===== src/rtl/ast_ldfifo_v2.sv =====
// ast_ldfifo_v2: circular FIFO with parallel load, non-destructive snapshot and sticky error flags
module ast_ldfifo_v2 #(
    parameter int DEPTH     = 8,
    parameter int DATAWIDTH = 8,
    parameter int AFULL_LVL = DEPTH - 2
) (
    input  logic                       clk,
    input  logic                       rst,
    input  logic                       push,
    input  logic [DATAWIDTH-1:0]       data_in,
    input  logic                       pop,
    input  logic                       parallel_load,
    input  logic [DEPTH*DATAWIDTH-1:0] array_in,
    input  logic                       snapshot,
    input  logic                       err_clr,
    output logic [DATAWIDTH-1:0]       data_out,
    output logic                       data_valid,
    output logic [DEPTH*DATAWIDTH-1:0] array_out,
    output logic                       snap_valid,
    output logic [$clog2(DEPTH):0]     count,
    output logic                       empty,
    output logic                       full,
    output logic                       almost_full,
    output logic                       overflow,
    output logic                       underflow
);
    localparam int AW = $clog2(DEPTH);
    localparam int CW = AW + 1;

    logic [DATAWIDTH-1:0]       mem [DEPTH];
    logic [AW-1:0]              rd_ptr, wr_ptr;
    logic                       pop_ok, push_ok, ovf_set, udf_set;
    logic [CW-1:0]              count_nxt;
    logic [DEPTH*DATAWIDTH-1:0] snap_arr;

    assign pop_ok    = pop & ~empty;
    assign push_ok   = push & (~full | pop_ok);
    assign ovf_set   = push & ~push_ok & ~parallel_load;
    assign udf_set   = pop & ~pop_ok & ~parallel_load;
    assign count_nxt = count + CW'(push_ok) - CW'(pop_ok);

    // Slots beyond the current occupancy read as zero
    always_comb begin
        snap_arr = '0;
        for (int k = 0; k < DEPTH; k++)
            if (CW'(k) < count) snap_arr[k*DATAWIDTH +: DATAWIDTH] = mem[rd_ptr + AW'(k)];
    end

    always_ff @(posedge clk) begin
        if (rst) begin
            for (int i = 0; i < DEPTH; i++) mem[i] <= '0;
            rd_ptr      <= '0;
            wr_ptr      <= '0;
            count       <= '0;
            empty       <= 1'b1;
            full        <= 1'b0;
            almost_full <= 1'b0;
            data_out    <= '0;
            data_valid  <= 1'b0;
            array_out   <= '0;
            snap_valid  <= 1'b0;
            overflow    <= 1'b0;
            underflow   <= 1'b0;
        end else begin
            data_valid <= 1'b0;
            snap_valid <= 1'b0;
            overflow   <= ovf_set | (overflow & ~err_clr);
            underflow  <= udf_set | (underflow & ~err_clr);
            if (parallel_load) begin
                for (int i = 0; i < DEPTH; i++) mem[i] <= array_in[i*DATAWIDTH +: DATAWIDTH];
                rd_ptr      <= '0;
                wr_ptr      <= '0;
                count       <= CW'(DEPTH);
                empty       <= 1'b0;
                full        <= 1'b1;
                almost_full <= 1'b1;
            end else begin
                if (push_ok) begin
                    mem[wr_ptr] <= data_in;
                    wr_ptr      <= wr_ptr + 1'b1;
                end
                if (pop_ok) begin
                    data_out   <= mem[rd_ptr];
                    data_valid <= 1'b1;
                    rd_ptr     <= rd_ptr + 1'b1;
                end
                if (snapshot) begin
                    array_out  <= snap_arr;
                    snap_valid <= 1'b1;
                end
                count       <= count_nxt;
                empty       <= count_nxt == '0;
                full        <= count_nxt == CW'(DEPTH);
                almost_full <= count_nxt >= CW'(AFULL_LVL);
            end
        end
    end
endmodule

===== config.mk =====
export PLATFORM = sky130hd
export DESIGN_NAME = ast_ldfifo_v2
export DESIGN_NICKNAME = d
export VERILOG_FILES = /design/src/rtl/ast_ldfifo_v2.sv
export SDC_FILE = /design/constraint.sdc
export NUM_CORES = 1
export LEC_CHECK = 0
export ABC_AREA = 1
export BUFFER_PORTS_ARGS = -buffer_cell sky130_fd_sc_hd__buf_2
export CORE_MARGIN = 2
export CORE_UTILIZATION = 50
export CTS_BUF_LIST = sky130_fd_sc_hd__clkbuf_16
export CTS_CLUSTER_SIZE = 20
export DETAILED_ROUTE_END_ITERATION = 16
export HOLD_SLACK_MARGIN = 0.1
export PLACE_DENSITY = 0.72
export REMOVE_ABC_BUFFERS = 1
export SLEW_MARGIN = 10
export SYNTH_ARGS = -nofsm -noshare
export SYNTH_HDL_FRONTEND = slang
export SYNTH_SLANG_ARGS = --single-unit

===== constraint.sdc =====
create_clock -name clk -period 3.1 [get_ports clk]
set_input_delay 0.31 -clock clk [delete_from_list [all_inputs] [get_ports clk]]
set_output_delay 0.31 -clock clk [all_outputs]
set_load 0.01 [all_outputs]

# After elaboration in Yosys (flattened, before gate mapping)
# Memory sizes are Yosys's and may differ from the RTL's. A register that Yosys moved wholly into a read port is not among the register bits.
# Cells that the tools add are included.
# Widths: inputs -> output; s select.
dict set report totals {
  mem_bits_ro 0
  ramBits 64
  latchBits 0
  out_inout_bits 83
  inputBits 79
  word_cells 100
  mem_count 1
  ff_bits 89
}
dict set report classes {
  n_reduce_logical 5
  multipliers 0
  mux 36
  n_shift 0
  div 0
  magnitude_cmp 9
  eq_ne 1
  add_sub_neg 10
  bitwise_logic 25
}
# name words word_bits rd rd_clocked_by_memory_dff write_ports line
set mem_list {}
lappend mem_list {mem 8 8 8 1 8 30} ;# logic [DATAWIDTH-1:0] mem [DEPTH];
# operator count
set ops {}
lappend ops {{$mux 8} 17}
lappend ops {{$lt 3x4->1 const A} 4}
lappend ops {{$mux 1} 15}
lappend ops {{$add 3x3->3 const B} 4}
lappend ops {{$or 1x1->1} 11}
lappend ops {{$mux 3} 3}
lappend ops {{$and 1x1->1} 8}
lappend ops {{$lt 1x4->1 const A} 2}
lappend ops {{$lt 2x4->1 const A} 2}
lappend ops {{$reduce_or 8->1} 1}
lappend ops {{$add 3x1->3 const B} 2}
lappend ops {{$add 3x2->3 const B} 2}
lappend ops {{$not 1->1} 6}
lappend ops {{$add 4x1->4} 1}
lappend ops {{$eq 4x4->1 const B} 1}
lappend ops {{$ge 4x3->1 const B} 1}
lappend ops {{$logic_not 4->1} 1}
lappend ops {{$mux 4} 1}
lappend ops {{$reduce_and 2->1} 2}
lappend ops {{$sub 4x1->4} 1}
lappend ops {{$reduce_or 2->1} 1}

# Longest topological paths before layout
# Gate-level depths: netlist of run 1.
dict set report logic_depth {
  depth_word 10
  depth_mapped 13
  depth_no_buf 13
}

# Worst setup path after synthesis of run 1
# Ideal clock, no wire load.
dict set report synth_path {
  path_kind {register -> register}
  start {register empty}
  end {register empty}
  arrival_time_ns 2.055
  stages_incl_launch_ff 13
  setup_time_ns 0.074
  path_buffers 0
  path_slack_ns 0.971
  path_cell_list {dfxtp_1 inv_2 nand2_2 nand2_2 nand2_4 ha_1 inv_1 ha_1 inv_1 fa_1 xor2_1 nand3_1 o21ai_0}
}
dict set report synth_via {
  elab_chain_cells 8
}
# element line
set synth_lines {}
lappend synth_lines {{from (decl)} 21} ;# output logic empty,
lappend synth_lines {{from (signal assigned)} 55} ;# empty <= 1'b1;
lappend synth_lines {{from (signal assigned)} 74} ;# empty <= 1'b0;
lappend synth_lines {{from (signal assigned)} 92} ;# empty <= count_nxt == '0;
lappend synth_lines {{$not 1->1 (*)} 36} ;# assign pop_ok = pop & ~empty;
lappend synth_lines {{$and 1x1->1 (*)} 36}
lappend synth_lines {{$or 1x1->1} 37} ;# assign push_ok = push & (~full | pop_ok);
lappend synth_lines {{$and 1x1->1} 37}
lappend synth_lines {{$add 4x1->4} 40} ;# assign count_nxt = count + CW'(push_ok) - CW'(pop_ok);
lappend synth_lines {{$sub 4x1->4 (*)} 40}
lappend synth_lines {{$logic_not 4->1 (*)} 92}
lappend synth_lines {{$mux 1 (*)} 69} ;# if (parallel_load) begin
# Mark *: on every way between the ends. The rest lies on a longest branch, timed or not.
# A chain may end at the register's enable or synchronous reset.

# Worst setup path in the final report of run 1
# Ends and elaborated chain as after synthesis.

==> results.txt, run 1 <==
status = completed
DR vias = 9535
number of routed nets with antenna violations = 0
die area = 19900 sq um
DIE WIDTH = 141 um
Final setup viols = 0
n_diodes = 0
post-route cell area = 10800 sq um
# IOs = 162
FF-to-FF setup slack = 810 ps
Slew Viols, Final = 0
worst-skew pair later-pin latency = 430 ps
worst clock skew = 11.1 ps
core footprint = 18600 sq um
final core utilization = 57.9%
GPL Wtd Cong = 0.998
Worst Max-Slew Pin Slew = 1080 ps
maximum vdd ir drop = 0.349 mV
Nets = 1547
Reg-to-Reg End = empty
Cell variety after synth = 35
clk root buf = clkbuf_16
FF+latch count, synth = 156
Initial Utilization = 50.5%
max frequency = 0.436 GHz
residual DRC count = 0
post-DR wirelength/cell = 17.7 um
Hold Path Cell Cnt = 2
Rel. slew slack = 28.1%
kind of critical path = reg2reg
worst reg2reg startpoint = empty
initial antenna violation count = 1
endpoint type of the worst setup path = flip-flop
final period utilization = 73.9%
pin count of the biggest net entering global routing = 76
RSZ-0062 raised after global routing = false
final WL = 30.2 mm
CTS max path bufs = 2
hpwl dp = 22.1 mm
via/cell ratio = 5.59
Pwr Density = 517 nW/um^2
area of the multi-input gates = 4810 sq um
Fill cells = 1775
Inserted Clock Buffers = 17
Tot Pwr = 5.57 mW
iteration count of the initial detailed-routing pass = 6
postcts setup bufs = 0
Fin. Hold Viols = 0
Worst-path clk slew = 70 ps
storage element area = 3760 sq um
Max-Cap Viols = 0
Post-Place Cell Area = 10200 sq um
syn avg cell area = 6.99 sq um
fraction of layout cells with a size suffix above 1 = 17.7%
post-synthesis sequential area ratio = 40.1%
final critical-path required period = 2290 ps
post-synthesis instance area = 9380 sq um
post-synth top area share = 20.5%
critical path arrival = 2640 ps
vias in the first global route = 8222
R2R depth = 12
area leader, netlist = edfxtp_1
GRT Total Usage = 30.1%
# clock sinks = 156
hold path start = pop
initial drt markers = 1300
critical-path maximum fanout = 9
first-pass GRT wire length = 45.5 mm
CTS tree = done
startpoint class of the critical path = flip-flop
synthesized netlist cell count = 1343
Area Growth Syn to Fin = 14.7%
Synth area leaders = edfxtp_1 20%, dfxtp_1 20%, nand2_1 20%
Place WS = 778 ps
Setup WS post-layout = 808 ps
worst hold endpoint = underflow
Port Buffers = 161
htree depth = 4
leakage power = 5.04 nW
Site Rows = 50
grt total ovfl = 0
Required @ worst endpoint = 3450 ps
Die Ht = 141 um
Warnings, synthesis = 0
min-delay worst type = in2reg
-- critical path, stage by stage, from the launching register on --
cell	delay, ps
dfxtp_1	370
inv_2	40
nand2_2	140
nand2_2	90
nand2_4	150
ha_1	260
inv_1	60
ha_1	160
inv_1	60
fa_1	370
xor2_1	240
nand3_1	120
o21ai_0	170
-- cell usage after synthesis, drive strengths merged --
master and instances:
nand2 499, o21ai 87, clkbuf 28, a31oi 2
nor3 1, nand4 5, o22ai 1, buf 49
nor2 17, dfxtp 92, nand3 293, ha 9
fa 1, a32o 1, o31ai 1, inv 105
xor2 2, edfxtp 64, nand3b 2, a21oi 84
-- worst max-delay path by stage --
stage               startpoint            end  slack [ps]
finish                   empty          empty         810
global route             empty          empty         620
CTS                      empty          empty         800
detailed placement         pop          empty         780
global placement           pop          empty         840
floorplan            rd_ptr[0]  array_out[56]       -1230
-- sequential cells by signal, indices dropped and copies added, names as in the netlist, 3 cells and up, named ones only --
register	count
wr_ptr	3
array_out	64
count	4
mem	64
data_out	8
rd_ptr	3
-- cells by family after synthesis --
| logic type | synth area share [%] |
|---|---|
| buffers and inverters | 8.62 |
| flip-flops | 40.1 |
| AND/OR/NAND/NOR | 39.1 |
| AO/OA/AOI/OAI | 10.4 |
| XOR/XNOR | 0.387 |
| adder cells (fa/ha/maj) | 1.41 |
-- area by class of cell --
class                      count  share of cell area (%)
clock buffer                  17                    3.95
sequential                   156                    35.0
clock inverter                15                    1.50
multi-input combinational   1005                    44.7
tap                          234                    2.72
inverter                     105                    3.71
timing repair buffer         173                    8.46
-- per-layer routing --
layer / routed length (um) / global-route usage [%]
met1: 12800 / 42.6
met2: 13400 / 45.9
met3: 2820 / 5.26
met4: 1170 / 12.3
met5: 0 / 0
-- cell usage in the layout, fill, tap and decap left out, types with 10 or more instances in the layout --
cell	Yosys	routed
nand3_1	291	291
inv_1	95	94
buf_2	33	161
nor2_1	11	11
buf_4	5	10
o21ai_2	16	16
o21ai_1	48	48
clkbuf_16	0	17
o21ai_0	23	23
dfxtp_1	92	91
edfxtp_1	64	64
a21oi_1	81	81
nand2_1	490	490
-- metrics by stage --
stage	TNS [ps]	hold slack, ps	instances
global placement	0	444	1672
detailed placement	0	453	1672
finish	0	160	1705
CTS	0	153	1705
global route	0	174	1705
floorplan	-40300	379	1266
-- power by group --
group | internal [mW] | switching, mW | leakage [nW]
sequential | 2.27 | 0.156 | 1.45
combinational | 0.336 | 0.691 | 3.30
clock | 1.20 | 0.912 | 0.290
-- repair_timing --
| action | CTS | global route |
|---|---|---|
| gates resized for setup | 0 | 0 |
| hold buffers | 1 | 0 |
| endpoints found under the hold margin | 1 | 0 |
Note: power is estimated with default switching activity, not from simulation.
==> run 2, diff against run 1 <==
- PLACE_DENSITY: 0.72 -> 0.75
- clock period: 3.1 -> 2.1 ns (I/O delays scaled with it)
==> results.txt, run 2 (same netlist as run 1, synthesis figures left out) <==
Final setup viols = 0
number of routed nets with antenna violations = 0
commonest non-fill, non-tap cells in the layout = 490 x nand2_1, 290 x nand3_1, 161 x buf_2
grt total ovfl = 0
Post-Place Cell Area = 10300 sq um
Fill cells = 1763
sw frac = 30.8%
post-DR wirelength/cell = 17.8 um
Int Pwr = 5.62 mW
post-route cell area = 11000 sq um
final critical-path required period = 1990 ps
initial antenna violation count = 0
iteration count of the initial detailed-routing pass = 6
Die Ht = 141 um
critical-path maximum fanout = 3
postcts setup bufs = 0
grt peak-use layer = met2
GRT Total Usage = 31.2%
final WL = 30.9 mm
first-pass GRT wire length = 47.4 mm
fraction of layout cells with a size suffix above 1 = 18.2%
leakage power = 5.17 nW
clk root buf = clkbuf_16
pin count of the biggest net entering global routing = 76
Flop pwr share = 44.2%
max frequency = 0.503 GHz
Clk pwr share = 36.2%
Tot Pwr = 8.13 mW
Nets = 1577
NetSw = 2.50 mW
Initial Utilization = 50.5%
min-delay worst type = in2reg
Inserted Clock Buffers = 17
Rel. slew slack = 49.5%
Slew Viols, Final = 0
GR Util met3 = 6.42%
leading registers by flop count = array_out (64), mem (64), data_out (8)
endpoint type of the worst setup path = flip-flop
DR vias = 9683
storage element area = 3760 sq um
vias in the first global route = 8631
worst clock skew = 7.05 ps
# clock sinks = 156
worst-skew pair later-pin latency = 420 ps
GPL Wtd Cong = 1.00
final core utilization = 59.4%
RSZ-0062 raised after global routing = false
Area Growth Syn to Fin = 17.7%
CTS max path bufs = 2
die area = 19900 sq um
final period utilization = 94.7%
CTS tree = done
via/cell ratio = 5.58
maximum vdd ir drop = 0.560 mV
Pwr Density = 736 nW/um^2
Worst Max-Slew Pin Slew = 758 ps
status = completed
combinational fraction of design power = 19.7%
hpwl dp = 22.7 mm
n_diodes = 0
# IOs = 162
DIE WIDTH = 141 um
GR Layer Usage met2 = 46.9%
Fin. Hold Viols = 0
Port Buffers = 161
residual DRC count = 0
area of the multi-input gates = 4830 sq um
Max-Cap Viols = 0
kind of critical path = reg2reg
critical path arrival = 2350 ps
initial drt markers = 1314
met1 usage = 44.3%
Site Rows = 50
htree depth = 4
startpoint class of the critical path = flip-flop
core footprint = 18600 sq um
Required @ worst endpoint = 2460 ps
Worst-path clk slew = 60 ps
most common cell after layout, fill and taps aside = nand2_1
==> run 2: final timing paths <==
| path | from | to | slack (ps) | cells past startpoint |
|---|---|---|---|---|
| max | empty | empty | 110 | 12 |
| min | array_in[34] | mem[4][2] | 110 | 3 |
| max reg2reg | empty | empty | 110 | 12 |
| min reg2reg | array_out[29] | array_out[29] | 460 | 2 |
==> run 2: area by class of cell <==
type,instances,share of cell area [%]
sequential,156,34.1
inverter,105,3.61
clock inverter,14,1.19
timing repair buffer,203,10.9
clock buffer,17,3.85
multi-input combinational,1005,43.7
tap,234,2.65
==> run 2: timing repair <==
item | 4_1_cts | 5_1_grt
hold buffers | 17 | 0
pin swaps | 1 | 1
resized for setup | 0 | 5
setup endpoints to repair | 1 | 3
hold endpoints to repair | 16 | 0
==> run 2: metrics by stage <==
step                hold WS [ps]  std cells  TNS, ps  worst slack, ps
floorplan                    279       1266   -96140            -2230
finish                       107       1734        0              112
CTS                          102       1734        0             11.0
detailed placement           442       1686    -2.31            -2.31
global route                 122       1734        0             7.46
global placement             442       1686        0             76.7
==> run 2: power by group through the flow <==
| stage | clock network (mW) | logic (mW) | registers, mW |
|---|---|---|---|
| finish | 2.94 | 1.60 | 3.59 |
| detailed placement | 0 | 1.53 | 3.64 |
| floorplan | 0 | 0.924 | 3.58 |
| global placement | 0 | 1.50 | 3.64 |
| global route | 3.09 | 1.79 | 3.59 |
| CTS | 2.96 | 1.56 | 3.57 |
==> run 2: per-layer routing <==
metal | wire (um) | part of all wire [%]
met1 | 13500 | 44
met2 | 13400 | 43
met3 | 2850 | 9.2
met4 | 1170 | 3.8
met5 | 0 | 0
==> run 2: worst max-delay path: stages (launching register included) <==
cell	delay, ps
dfxtp_1	330
inv_2	60
nand2_2	60
nand2_2	100
nand2_4	60
ha_1	270
inv_1	60
ha_2	170
inv_1	50
fa_2	340
xor2_2	200
nand3_2	100
o21ai_1	130
